## src/rtl/fb_line_reader.sv

```systemverilog
// Framebuffer read side: fetches one row per scaled row group
// and streams the pixels into the linebuffer input.
module fb_line_reader #(
   parameter int WIDTH  = 320,
   parameter int HEIGHT = 180,
   parameter int SCALE  = 2,
   parameter int ADDRW  = 16,
   parameter int DATAW  = 4,
   parameter int RD_LAT = 1
) (
   input  logic             clk,
   input  logic             rst,
   input  logic             frame_start,
   input  logic             line_start,
   input  logic             line0,
   input  logic             buf_sel,
   output logic [ADDRW-1:0] fb_addr,
   output logic             fb_re,
   input  logic [DATAW-1:0] fb_data_0,
   input  logic [DATAW-1:0] fb_data_1,
   output logic [DATAW-1:0] lb_data,
   output logic             lb_valid,
   output logic             frame_done,
   output logic             overrun
);

   localparam int COLW = $clog2(WIDTH);
   localparam int ROWW = $clog2(HEIGHT + 1);

   localparam logic [COLW-1:0] COL_LAST = COLW'(WIDTH - 1);
   localparam logic [ROWW-1:0] ROW_LAST = ROWW'(HEIGHT - 1);
   localparam logic [5:0]      SCL_LAST = 6'(SCALE - 1);

   // every valid stage except the one that feeds lb_valid next
   localparam logic [RD_LAT-1:0] LOW_MASK = {RD_LAT{1'b1}} >> 1;

   typedef enum logic [2:0] {
      S_IDLE,
      S_ARMED,
      S_WAIT,
      S_FETCH,
      S_DRAIN
   } state_t;

   state_t            state;
   logic [COLW-1:0]   col;
   logic [ROWW-1:0]   row;
   logic [5:0]        scale;
   logic              sel;
   logic [RD_LAT-1:0] vpipe;
   logic [5:0]        scale_nxt;

   assign scale_nxt = (scale == SCL_LAST) ? 6'd0 : scale + 6'd1;

   always_ff @(posedge clk or posedge rst) begin
      if (rst) begin
         state      <= S_IDLE;
         col        <= '0;
         row        <= '0;
         scale      <= '0;
         sel        <= 1'b0;
         vpipe      <= '0;
         fb_addr    <= '0;
         fb_re      <= 1'b0;
         lb_data    <= '0;
         lb_valid   <= 1'b0;
         frame_done <= 1'b0;
         overrun    <= 1'b0;
      end else begin
         frame_done <= 1'b0;
         overrun    <= 1'b0;
         vpipe      <= RD_LAT'({vpipe, fb_re});
         lb_valid   <= vpipe[RD_LAT-1];
         if (vpipe[RD_LAT-1]) begin
            lb_data <= sel ? fb_data_1 : fb_data_0;
         end

         if (frame_start) begin
            // new frame or abort: drop anything still in flight
            state    <= S_ARMED;
            sel      <= buf_sel;
            fb_addr  <= '0;
            fb_re    <= 1'b0;
            col      <= '0;
            row      <= '0;
            scale    <= '0;
            vpipe    <= '0;
            lb_valid <= 1'b0;
         end else begin
            unique case (state)
               S_IDLE: begin
                  state <= S_IDLE;
               end
               S_ARMED: begin
                  if (line0) begin
                     state <= S_FETCH;
                     scale <= '0;
                     col   <= '0;
                     fb_re <= 1'b1;
                  end
               end
               S_WAIT: begin
                  if (line_start) begin
                     scale <= scale_nxt;
                     if (scale_nxt == 6'd0) begin
                        state <= S_FETCH;
                        col   <= '0;
                        fb_re <= 1'b1;
                     end
                  end
               end
               S_FETCH: begin
                  if (line_start) begin
                     overrun <= 1'b1;
                     scale   <= scale_nxt;
                  end
                  if (col == COL_LAST) begin
                     fb_re <= 1'b0;
                     row   <= row + 1'b1;
                     if (row == ROW_LAST) begin
                        state <= S_DRAIN;
                     end else begin
                        // next row starts right after this one
                        state   <= S_WAIT;
                        fb_addr <= fb_addr + 1'b1;
                     end
                  end else begin
                     col     <= col + 1'b1;
                     fb_addr <= fb_addr + 1'b1;
                  end
               end
               S_DRAIN: begin
                  // pulse lines up with the final lb_valid
                  if ((vpipe & LOW_MASK) == '0) begin
                     frame_done <= 1'b1;
                     state      <= S_IDLE;
                  end
               end
               default: begin
                  state <= S_IDLE;
               end
            endcase
         end
      end
   end

endmodule

```

## config.mk

```make
export PLATFORM = sky130hd
export DESIGN_NAME = fb_line_reader
export DESIGN_NICKNAME = d
export VERILOG_FILES = /design/src/rtl/fb_line_reader.sv
export SDC_FILE = /design/constraint.sdc
export NUM_CORES = 1
export LEC_CHECK = 0
export CAP_MARGIN = 10
export CORE_AREA = 8 8 105 107
export CTS_BUF_LIST = sky130_fd_sc_hd__clkbuf_16
export DETAILED_ROUTE_END_ITERATION = 10
export DIE_AREA = 0 0 113 115
export GPL_TIMING_DRIVEN = 0
export SLEW_MARGIN = 20
export SYNTH_ARGS = -nofsm -noshare
export SYNTH_HDL_FRONTEND = slang
export SYNTH_SLANG_ARGS = --single-unit
```

## constraint.sdc

```tcl
create_clock -name clk -period 3 [get_ports clk]
set_input_delay 0.3 -clock clk [delete_from_list [all_inputs] [get_ports clk]]
set_output_delay 0.3 -clock clk [all_outputs]
set_load 0.05 [all_outputs]
```

==> run_results.csv, run 1 <==
group,metric,value,unit
routing,detailroute.via_count,2234,
logic_synthesis,syn-instance-count,292,
final_layout,post_route_cells_drive_above_1_share,6.55,%
die,die_width,113,µm
routing,route.detailed.vias_per_inst,4.96,
grt,first_global_vias,2252,
final_layout,finish.net_count,354,
hold_path,hp-class,"in2reg",
clock_network,path_clk_slew,0.07,ns
clock_network,numCtsBuffers,5,
power,vdd.ir_drop.worst,0.233,mV
worst_setup_path,critical_path_source_type,"register",
logic_synthesis,synthesis.area,2750,µm²
timing,timing.clock.skew,0.00575,ns
clock_network,cts_max_path_buffers,2,
timing,finalCritPeriodShare,69.7,%
routing,drt-pass1-iter-count,4,
place,placement.setup.worst_slack,0.929,ns
timing,fin_hold_ws,0.445,ns
worst_setup_path,cp_data_arrival_time,2.25,ns
worst_setup_path,worstSetupPathType,"reg2reg",
place,port_buffers,36,
worst_setup_path,crit_buf_inv,1,
logic_synthesis,synth_enable_flop_cells,0,
timing,max_freq,478,MHz
grt,gr-usage-all-layers,9.76,%
worst_setup_path,worst_path_max_delay_cell,"sky130_fd_sc_hd__dfrtp_1",
clock_network,cts_tree,"yes",
outcome,run_status,"completed",
logic_synthesis,synth-warning-count,0,
clock_network,cts_hold_buffers,0,
logic_synthesis,syn_avg_cell_area,9.41,µm²
logic_synthesis,synth_nets,311,
final_layout,antenna-diode-count,0,
clock_network,cts_h_tree_depth,2,
die,starting_density_of_the_core,29.1,%
die,num_rows,36,
routing,routed_wl,6050,µm
die,die_h,115,µm
timing,period_needed,2.09,ns
power,p_leak,1.41,nW
timing,setup_repair_after_global_routing_missed_its_margin,"no",
grt,pin_count_of_the_biggest_net_entering_global_routing,53,
logic_synthesis,most_used_dff_post_synth,"sky130_fd_sc_hd__dfrtp_1",
clock_network,clockRootBuffer,"sky130_fd_sc_hd__clkbuf_16",
grt,grt_antenna_before_repair,0,
timing,hold_violations,0,
timing,worst-slew-pin-transition,0.644,ns
place,dp.final_hpwl,4410,µm
timing,timing.final.max_slew_violations,0,
die,die-area,13000,µm²
final_layout,register_area,1300,µm²
final_layout,flow.area_growth_from_synthesis,23.5,%
logic_synthesis,synth-async-reset-ratio,100,%
grt,global_route_wire_length_before_repair,10600,µm
place,place.gp.congestion,0.799,
logic_synthesis,portion_of_the_post_synthesis_area_used_by_sequential_elements,47.3,%
logic_synthesis,yosys.cell_types.count,53,
logic_synthesis,synth.top_cells.by_area,"sky130_fd_sc_hd__dfrtp_1 (47%), sky130_fd_sc_hd__xor2_1 (5.4%), sky130_fd_sc_hd__nor2_1 (4.8%)",
routing,detail_route.wl_per_cell,13.5,µm
timing,timing.final.setup_violations,0,
worst_setup_path,cpPeakStageDelay,0.42,ns
clock_network,cts.sinks,52,
die,design.core.area,9460,µm²
power,powerDensity,454,nW/µm²
final_layout,layout.filler_cells,962,
timing,tns,0,ns
logic_synthesis,yosys.area.top_type,"sky130_fd_sc_hd__dfrtp_1",
logic_synthesis,synth.cells.most_frequent,"sky130_fd_sc_hd__dfrtp_1 (52), sky130_fd_sc_hd__nor2_1 (35), sky130_fd_sc_hd__a21oi_1 (21), sky130_fd_sc_hd__nand2_1 (21), sky130_fd_sc_hd__xor2_1 (17)",
logic_synthesis,synth-seq-cells,52,
die,boundaryPins,38,
grt,globalRoute.totalOverflow,0,
logic_synthesis,synthDominantCellAreaShare,47.3,%
routing,drt_iter0_markers,91,
worst_setup_path,required,3.16,ns
timing,finalWorstSetupSlack,0.908,ns
worst_setup_path,crit_path_leading_delay_family,"simple AND/OR/NAND/NOR gates",
logic_synthesis,post-synth-top-count-cell,"sky130_fd_sc_hd__dfrtp_1",
clock_network,clock_latency,0.29,ns
routing,drc,0,
run,maxCapViolations,0,
worst_setup_path,critPathCaptureType,"register",
worst_setup_path,worst_path_fanout_max,10,
worst_setup_path,critical_path.cell_chain,"ha_1, and4bb_2, nand4_1, buf_2, nor4b_1, xnor2_1, nor2_1",
timing,max-slew-margin-rel,57.1,%
final_layout,combined_area_of_the_multi_input_logic_cells,1350,µm²
clock_network,post_cts_resized,0,
clock_network,count_of_buffers_added_by_post_cts_timing_repair_for_setup,0,
routing,antenna_violating_nets_post_route,0,
## placed cells by master (no fill, tap or decap), types with 4 or more instances in the layout
cell,n
sky130_fd_sc_hd__mux2i_1,6
sky130_fd_sc_hd__nor2_1,35
sky130_fd_sc_hd__clkdlybuf4s50_1,36
sky130_fd_sc_hd__and2_1,5
sky130_fd_sc_hd__nand3_1,11
sky130_fd_sc_hd__nor4b_1,4
sky130_fd_sc_hd__clkbuf_1,8
sky130_fd_sc_hd__and3_1,9
sky130_fd_sc_hd__dfrtp_1,52
sky130_fd_sc_hd__nor3_1,4
sky130_fd_sc_hd__nand4_1,12
sky130_fd_sc_hd__nand2_1,21
sky130_fd_sc_hd__ha_1,5
sky130_fd_sc_hd__xor2_1,17
sky130_fd_sc_hd__xnor2_1,5
sky130_fd_sc_hd__o21ai_0,15
sky130_fd_sc_hd__a21oi_1,21
sky130_fd_sc_hd__inv_1,10
sky130_fd_sc_hd__clkbuf_16,5
## kinds of logic (layout without fill, tap and decap cells)
logic type	count (synthesis)	count (layout)	synth area share (%)
adders and majority gates	5	5	2.28
buffers and inverters	23	67	3.64
and+or+nand+nor	126	126	24.6
muxes	7	7	2.59
AOI/OAI and AO/OA	57	57	12.5
DFF	52	52	47.3
xor gates and xnor gates	22	22	7.01
## flip-flops by register name, summed over array words and instances (netlist names)
name	flops
state	3
lb_valid	1
lb_data	4
fb_re	1
sel	1
row	8
overrun	1
frame_done	1
col	9
scale	6
vpipe	1
fb_addr	16
## metrics by stage
step	area (µm²)	instances	total power (W)	util (%)
2_1_floorplan	2750	292	0.000921	-
3_3_place_gp	3250	442	0.00100	34.4
3_5_place_dp	3250	442	0.00101	34.4
4_1_cts	3390	450	0.00156	35.9
5_1_grt	3390	450	0.00161	35.9
6_report	3390	450	0.00154	35.9
## cell type report
class / count / area share [%]
multi-input cells: 217 / 39.7
inverters: 10 / 1.18
repair buffers: 36 / 10.6
flip-flops and latches: 52 / 38.3
well taps: 114 / 4.20
plain buffers: 13 / 1.84
clock inverters: 3 / 0.442
clock buffers: 5 / 3.69
## power breakdown
part / switching [W] / internal (W)
Sequential: 0.0000242 / 0.000733
Combinational: 0.000149 / 0.0000835
Clock: 0.000246 / 0.000304
Total: 0.000420 / 0.00112
## worst paths after layout
check / from / depth (start not counted) / slack, ns / endpoint
min: frame_start / 2 / 0.44 / vpipe
max in group asynchronous: rst / 2 / 2.11 / lb_data[3]
max reg2reg: col[0] / 7 / 0.91 / fb_addr[8]
max: col[0] / 7 / 0.91 / fb_addr[8]
min reg2reg: lb_data[0] / 2 / 0.53 / lb_data[0]
min in group asynchronous: rst / 2 / 0.46 / scale[2]
## per-layer routing
layer  vias to the layer above  global-route usage (%)  share of wire (%)
met5                         -                       0                  0
met4                         0                    2.58               0.97
met3                         5                    2.31                2.9
met2                        25                    17.4                 50
met1                      1086                    11.5                 46
li1                       1118                       -                  -
No activity file was read; power rests on OpenSTA's default activity.
==> run 2, diff against run 1 <==
- clock period: 3 -> 1.95 ns (I/O delays scaled with it)
==> run 2 against run 1 <==
Compared with the run above: the run now ends with negative setup slack left; critical path type unchanged; utilization up 2.2 points; hold slack worse by 0.089 ns; via count up 3.5%; register-to-register slack worse by 0.92 ns; die area unchanged; first-iteration DRC count up 18%; clock skew up 0.00077 ns; largest cell class unchanged.
==> run_results.csv, run 2 (same netlist as run 1, synthesis figures left out) <==
group,metric,value,unit
outcome,run_status,"finished, violations left",
outcome,violations,"negative setup slack",
die,starting_density_of_the_core,29.1,%
worst_setup_path,critPathLaunch,"scale[1]",
die,num_rows,36,
worst_setup_path,required,2.11,ns
die,die-area,13000,µm²
clock_network,cts_h_tree_depth,2,
timing,timing.final.max_slew_violations,0,
run,maxCapViolations,0,
timing,max_freq,510,MHz
worst_setup_path,crit_path_leading_delay_family,"simple AND/OR/NAND/NOR gates",
timing,finalWorstSetupSlack,-0.00894,ns
timing,finalCritPeriodShare,100,%
place,place_area,3260,µm²
clock_network,clock_latency,0.29,ns
die,die_width,113,µm
grt,pin_count_of_the_biggest_net_entering_global_routing,53,
timing,period_needed,1.96,ns
clock_network,numCtsBuffers,5,
grt,globalRoute.totalOverflow,0,
routing,antenna_violating_nets_post_route,0,
clock_network,cts.sinks,52,
die,design.core.area,9460,µm²
routing,drc,0,
worst_setup_path,reg2reg_depth,8,
place,dp.final_hpwl,4500,µm
grt,global_route_wire_length_before_repair,10700,µm
routing,drt-pass1-iter-count,4,
final_layout,finish.net_count,365,
grt,first_global_vias,2224,
worst_setup_path,critical_path_source_type,"register",
clock_network,cts_max_path_buffers,2,
power,powerDensity,712,nW/µm²
timing,timing.clock.skew,0.00652,ns
die,boundaryPins,38,
clock_network,path_clk_slew,0.07,ns
place,port_buffers,36,
final_layout,antenna-diode-count,0,
final_layout,post_route_cells_drive_above_1_share,15.3,%
final_layout,top_regs,"fb_addr: 16 flops, col: 9 flops, row: 8 flops",
place,place.gp.congestion,0.809,
final_layout,layout.cells.most_common_list,"sky130_fd_sc_hd__dfrtp_1 (47), sky130_fd_sc_hd__clkdlybuf4s50_1 (36), sky130_fd_sc_hd__nor2_1 (35)",
worst_setup_path,cp_data_arrival_time,2.12,ns
clock_network,cts_tree,"yes",
worst_setup_path,crit_buf_inv,2,
worst_setup_path,cpPeakStageDelay,0.46,ns
worst_setup_path,worstReg2RegStart,"scale[1]",
final_layout,flow.area_growth_from_synthesis,30.9,%
timing,worst-slew-pin-transition,0.652,ns
power,post-layout-total-power,0.00256,W
worst_setup_path,critical_path.cell_chain,"inv_1, ha_1, or4b_4, o22ai_2, nand4_1, o21ai_2, buf_6, a41oi_2",
timing,setup_repair_after_global_routing_missed_its_margin,"yes",
clock_network,clockRootBuffer,"sky130_fd_sc_hd__clkbuf_16",
worst_setup_path,critPathCaptureType,"register",
place,placement.setup.worst_slack,-0.109,ns
final_layout,mostFrequentLayoutCell,"sky130_fd_sc_hd__dfrtp_1",
power,vdd.ir_drop.worst,0.358,mV
hold_path,hp-class,"in2async",
grt,gr-usage-all-layers,10.2,%
timing,hold_violations,0,
die,die_h,115,µm
final_layout,largest-register,"fb_addr",
clock_network,cts_hold_buffers,0,
final_layout,final_instance_area,3600,µm²
final_layout,largest_reg_flops,16,
routing,detail_route.wl_per_cell,14.3,µm
routing,routed_wl,6580,µm
timing,max-slew-margin-rel,56.6,%
routing,drt_iter0_markers,107,
worst_setup_path,worst_path_max_delay_cell,"sky130_fd_sc_hd__or4b_4",
power,p_leak,1.49,nW
routing,detailroute.via_count,2313,
worst_setup_path,worstSetupPathType,"reg2reg",
routing,route.detailed.vias_per_inst,5.02,
timing,timing.final.setup_violations,2,
grt,grt_antenna_before_repair,0,
worst_setup_path,worst_reg_to_reg_setup_slack,-0.009,ns
worst_setup_path,worst_r2r_endpoint,"col[8]",
worst_setup_path,worst_path_fanout_max,5,
-- run 2: cell count changes in the layout (fill, tap and decap cells not counted), moves of 2 or more --
| cell | before | now |
|---|---|---|
| sky130_fd_sc_hd__nor4b_1 | 4 | 2 |
| sky130_fd_sc_hd__nor4b_4 | 0 | 2 |
| sky130_fd_sc_hd__ha_2 | 0 | 2 |
| sky130_fd_sc_hd__buf_4 | 3 | 15 |
| sky130_fd_sc_hd__dfrtp_1 | 52 | 47 |
| sky130_fd_sc_hd__ha_1 | 5 | 3 |
| sky130_fd_sc_hd__dfrtp_2 | 0 | 5 |
-- run 2: where the power goes --
part,internal (W),switching [W]
Sequential,0.00113,0.0000327
Clock,0.000597,0.000390
Combinational,0.000165,0.000251
Total,0.00189,0.000673
-- run 2: what timing repair did --
action                                  in CTS  in global routing
gates cloned                                 0                  1
buffers inserted                             2                  9
gates resized for setup                      7                 15
endpoints found under the setup margin      18                 29
pin swaps                                    1                  7
-- run 2: how the worst max path moves through the flow --
stage	end	cells past startpoint
after floorplan	fb_addr[14]	5
after global placement	fb_addr[7]	2
after detailed placement	fb_addr[12]	6
after CTS	fb_addr[8]	7
after global routing	col[8]	8
final	col[8]	8
-- run 2: per-layer routing --
layer  global-route usage, %  routed length, µm  part of all wire (%)  vias up
met2                    18.2               3350                    51       25
met4                    3.64                 87                   1.3        0
li1                        -                  -                     -     1147
met5                       0                  0                     0        -
met1                    11.4               2940                    45     1135
met3                    2.68                211                   3.2        6
-- run 2: cell type report --
cell class,count,area (µm²)
clock inverter,3,37.5
inverter,10,40.0
fill,956,5860
clock buffer,5,125
sequential,52,1310
multi-input combinational,217,1430
timing repair buffer,48,450
buffer,12,65.1
tap,114,143
-- run 2: metrics by stage --
stage,hold slack [ns],instances,utilization (%),setup TNS [ns]
final,0.356,461,38.0,-0.0109
after global routing,0.424,461,38.0,-0.902
after CTS,0.391,452,36.7,0
after detailed placement,0.502,442,34.5,-0.803
after global placement,0.484,442,34.4,-31.99
after floorplan,0.347,292,-,0
==> run 3, diff against run 2 <==
- clock period: 1.95 -> 2.1 ns (I/O delays scaled with it)
==> run 3 against run 2 <==
Compared with the run above: the flow now finishes without violations; via count shrank 1.2%; combinational power decreased by 17%; first-iteration DRC count up 20%; sequential cell count did not move; critical path depth decreased by 2; fmax down 2.5%; hold slack better by 0.011 ns; cell area is 3.4% lower; die area unchanged; clock skew shrank 0.00053 ns; critical path type unchanged; largest cell class unchanged; highest routed layer unchanged.
==> run_results.csv, run 3 (same netlist as run 1, synthesis figures left out) <==
group,metric,value,unit
worst_setup_path,required,2.27,ns
timing,max_freq,498,MHz
worst_setup_path,worst_reg_to_reg_setup_slack,0.09,ns
worst_setup_path,worst_path_fanout_max,5,
routing,detail_route.wl_per_cell,13.7,µm
worst_setup_path,critical_path_source_type,"register",
worst_setup_path,cp_data_arrival_time,2.18,ns
final_layout,layout.filler_cells,953,
grt,gr-usage-all-layers,9.76,%
worst_setup_path,worst_path_max_delay_cell,"sky130_fd_sc_hd__or3b_2",
die,starting_density_of_the_core,29.1,%
worst_setup_path,worst_r2r_endpoint,"fb_addr[1]",
final_layout,top_regs,"fb_addr: 16 flops, col: 9 flops, row: 8 flops",
timing,setup_repair_after_global_routing_missed_its_margin,"yes",
die,boundaryPins,38,
grt,globalRoute.totalOverflow,0,
grt,global_route_wire_length_before_repair,10600,µm
worst_setup_path,worstSetupPathType,"reg2reg",
clock_network,path_clk_slew,0.07,ns
power,logic_pwr_share,15.6,%
power,power.switching,0.000600,W
routing,route.detailed.vias_per_inst,5.02,
run,maxCapViolations,0,
worst_setup_path,crit_path_leading_delay_family,"simple AND/OR/NAND/NOR gates",
timing,timing.final.max_slew_violations,0,
routing,antenna_violating_nets_post_route,0,
worst_setup_path,critical_path.cell_chain,"ha_1, and4bb_2, and2_1, or3b_2, a31oi_1, nor2_1",
timing,tns,0,ns
power,vdd.ir_drop.worst,0.334,mV
final_layout,finish.net_count,359,
power,share_clk_of_total_power,35.4,%
die,die-area,13000,µm²
die,die_width,113,µm
routing,detailroute.via_count,2286,
final_layout,register_area,1300,µm²
routing,drt_iter0_markers,128,
final_layout,final_instance_area,3480,µm²
final_layout,flow.area_growth_from_synthesis,26.5,%
hold_path,hp-class,"in2async",
place,place.gp.congestion,0.799,
worst_setup_path,cpPeakStageDelay,0.50,ns
final_layout,antenna-diode-count,0,
timing,timing.clock.skew,0.00599,ns
power,power.sequential.fraction,49.0,%
clock_network,cts.sinks,52,
routing,routed_wl,6250,µm
timing,hold_violations,0,
clock_network,cts_max_path_buffers,2,
clock_network,cts_tree,"yes",
power,p_leak,1.44,nW
clock_network,cts_h_tree_depth,2,
worst_setup_path,reg2reg_depth,6,
final_layout,post_route_cells_drive_above_1_share,10.3,%
grt,pin_count_of_the_biggest_net_entering_global_routing,53,
worst_setup_path,critPathLaunch,"col[0]",
final_layout,largest-register,"fb_addr",
worst_setup_path,critPathCaptureType,"register",
timing,period_needed,2.01,ns
grt,grt_antenna_before_repair,0,
die,design.core.area,9460,µm²
timing,finalCritPeriodShare,95.7,%
routing,drt-pass1-iter-count,4,
final_layout,layout.cells.most_common_list,"sky130_fd_sc_hd__dfrtp_1 (51), sky130_fd_sc_hd__clkdlybuf4s50_1 (36), sky130_fd_sc_hd__nor2_1 (35)",
grt,first_global_vias,2252,
place,placement.setup.worst_slack,0.0288,ns
final_layout,combined_area_of_the_multi_input_logic_cells,1390,µm²
power,powerDensity,635,nW/µm²
worst_setup_path,worstReg2RegStart,"col[0]",
place,place_area,3250,µm²
place,port_buffers,36,
worst_setup_path,crit_buf_inv,0,
final_layout,largest_reg_flops,16,
timing,finalWorstSetupSlack,0.0908,ns
power,power.internal,0.00161,W
place,dp.final_hpwl,4410,µm
timing,max-slew-margin-rel,57.2,%
final_layout,mostFrequentLayoutCell,"sky130_fd_sc_hd__dfrtp_1",
clock_network,numCtsBuffers,5,
die,num_rows,36,
timing,timing.final.setup_violations,0,
routing,drc,0,
outcome,run_status,"completed",
clock_network,clockRootBuffer,"sky130_fd_sc_hd__clkbuf_16",
die,die_h,115,µm
power,power.share.switching,27.2,%
clock_network,clock_latency,0.28,ns
timing,worst-slew-pin-transition,0.642,ns
clock_network,cts_hold_buffers,0,
## run 3: changes by cell type in the layout (fill, tap and decap cells not counted), sizes merged
cell | previous run | this run
clkinv | 2 | 1
clkinvlp | 0 | 1
inv | 10 | 11
clkbuf | 12 | 13
bufinv | 1 | 0
buf | 17 | 10
## run 3: worst max path at each step
stage / end / slack [ns] / depth (start not counted)
floorplan: fb_addr[14] / 0.06 / 6
global placement: fb_addr[9] / -0.44 / 2
detailed placement: fb_addr[8] / 0.03 / 7
CTS: fb_addr[8] / 0.02 / 7
global route: col[8] / -0.06 / 8
finish: fb_addr[1] / 0.09 / 6
## run 3: per-stage QoR
step           total power, W  util, %  hold slack, ns  std cells
3_3_place_gp          0.00143     34.4           0.474        442
5_1_grt               0.00231     36.8           0.382        455
3_5_place_dp          0.00144     34.4           0.514        442
6_report              0.00221     36.8           0.367        455
4_1_cts               0.00223     35.9           0.351        450
2_1_floorplan         0.00132        -           0.362        292
## run 3: worst reg2reg max path, delay by kind of cell, from the launching register on
kind,cells,cell delay [ns]
AOI/OAI and AO/OA,1,0.18
adders and majority gates,1,0.23
and+or+nand+nor,4,1.08
DFF,1,0.41
## run 3: final cells by class
class,count,area share [%]
plain buffers,13,1.87
clock buffers,5,3.60
clock inverters,3,0.432
inverters,10,1.15
multi-input cells,217,39.8
flip-flops and latches,52,37.5
well taps,114,4.10
repair buffers,41,11.6
## run 3: routing by layer
| metal | vias up | share of wire (%) | global-route usage (%) |
|---|---|---|---|
| met3 | 4 | 2.9 | 2.31 |
| met1 | 1116 | 44 | 11.5 |
| met4 | 0 | 0.78 | 2.58 |
| met5 | - | 0 | 0 |
| met2 | 33 | 52 | 17.4 |
| li1 | 1133 | - | - |
## run 3: timing repair
| action | CTS | global route |
|---|---|---|
| setup endpoints to repair | 0 | 22 |
| endpoints found under the hold margin | 0 | 0 |
| setup buffers | 0 | 4 |
| gates resized for setup | 0 | 13 |
## run 3: power by group through the flow
stage,Sequential [W],Clock (W),Combinational [W]
floorplan,0.00119,0,0.000128
global placement,0.00110,0,0.000333
detailed placement,0.00110,0,0.000337
CTS,0.00108,0.000808,0.000339
global route,0.00109,0.000846,0.000377
finish,0.00108,0.000782,0.000346
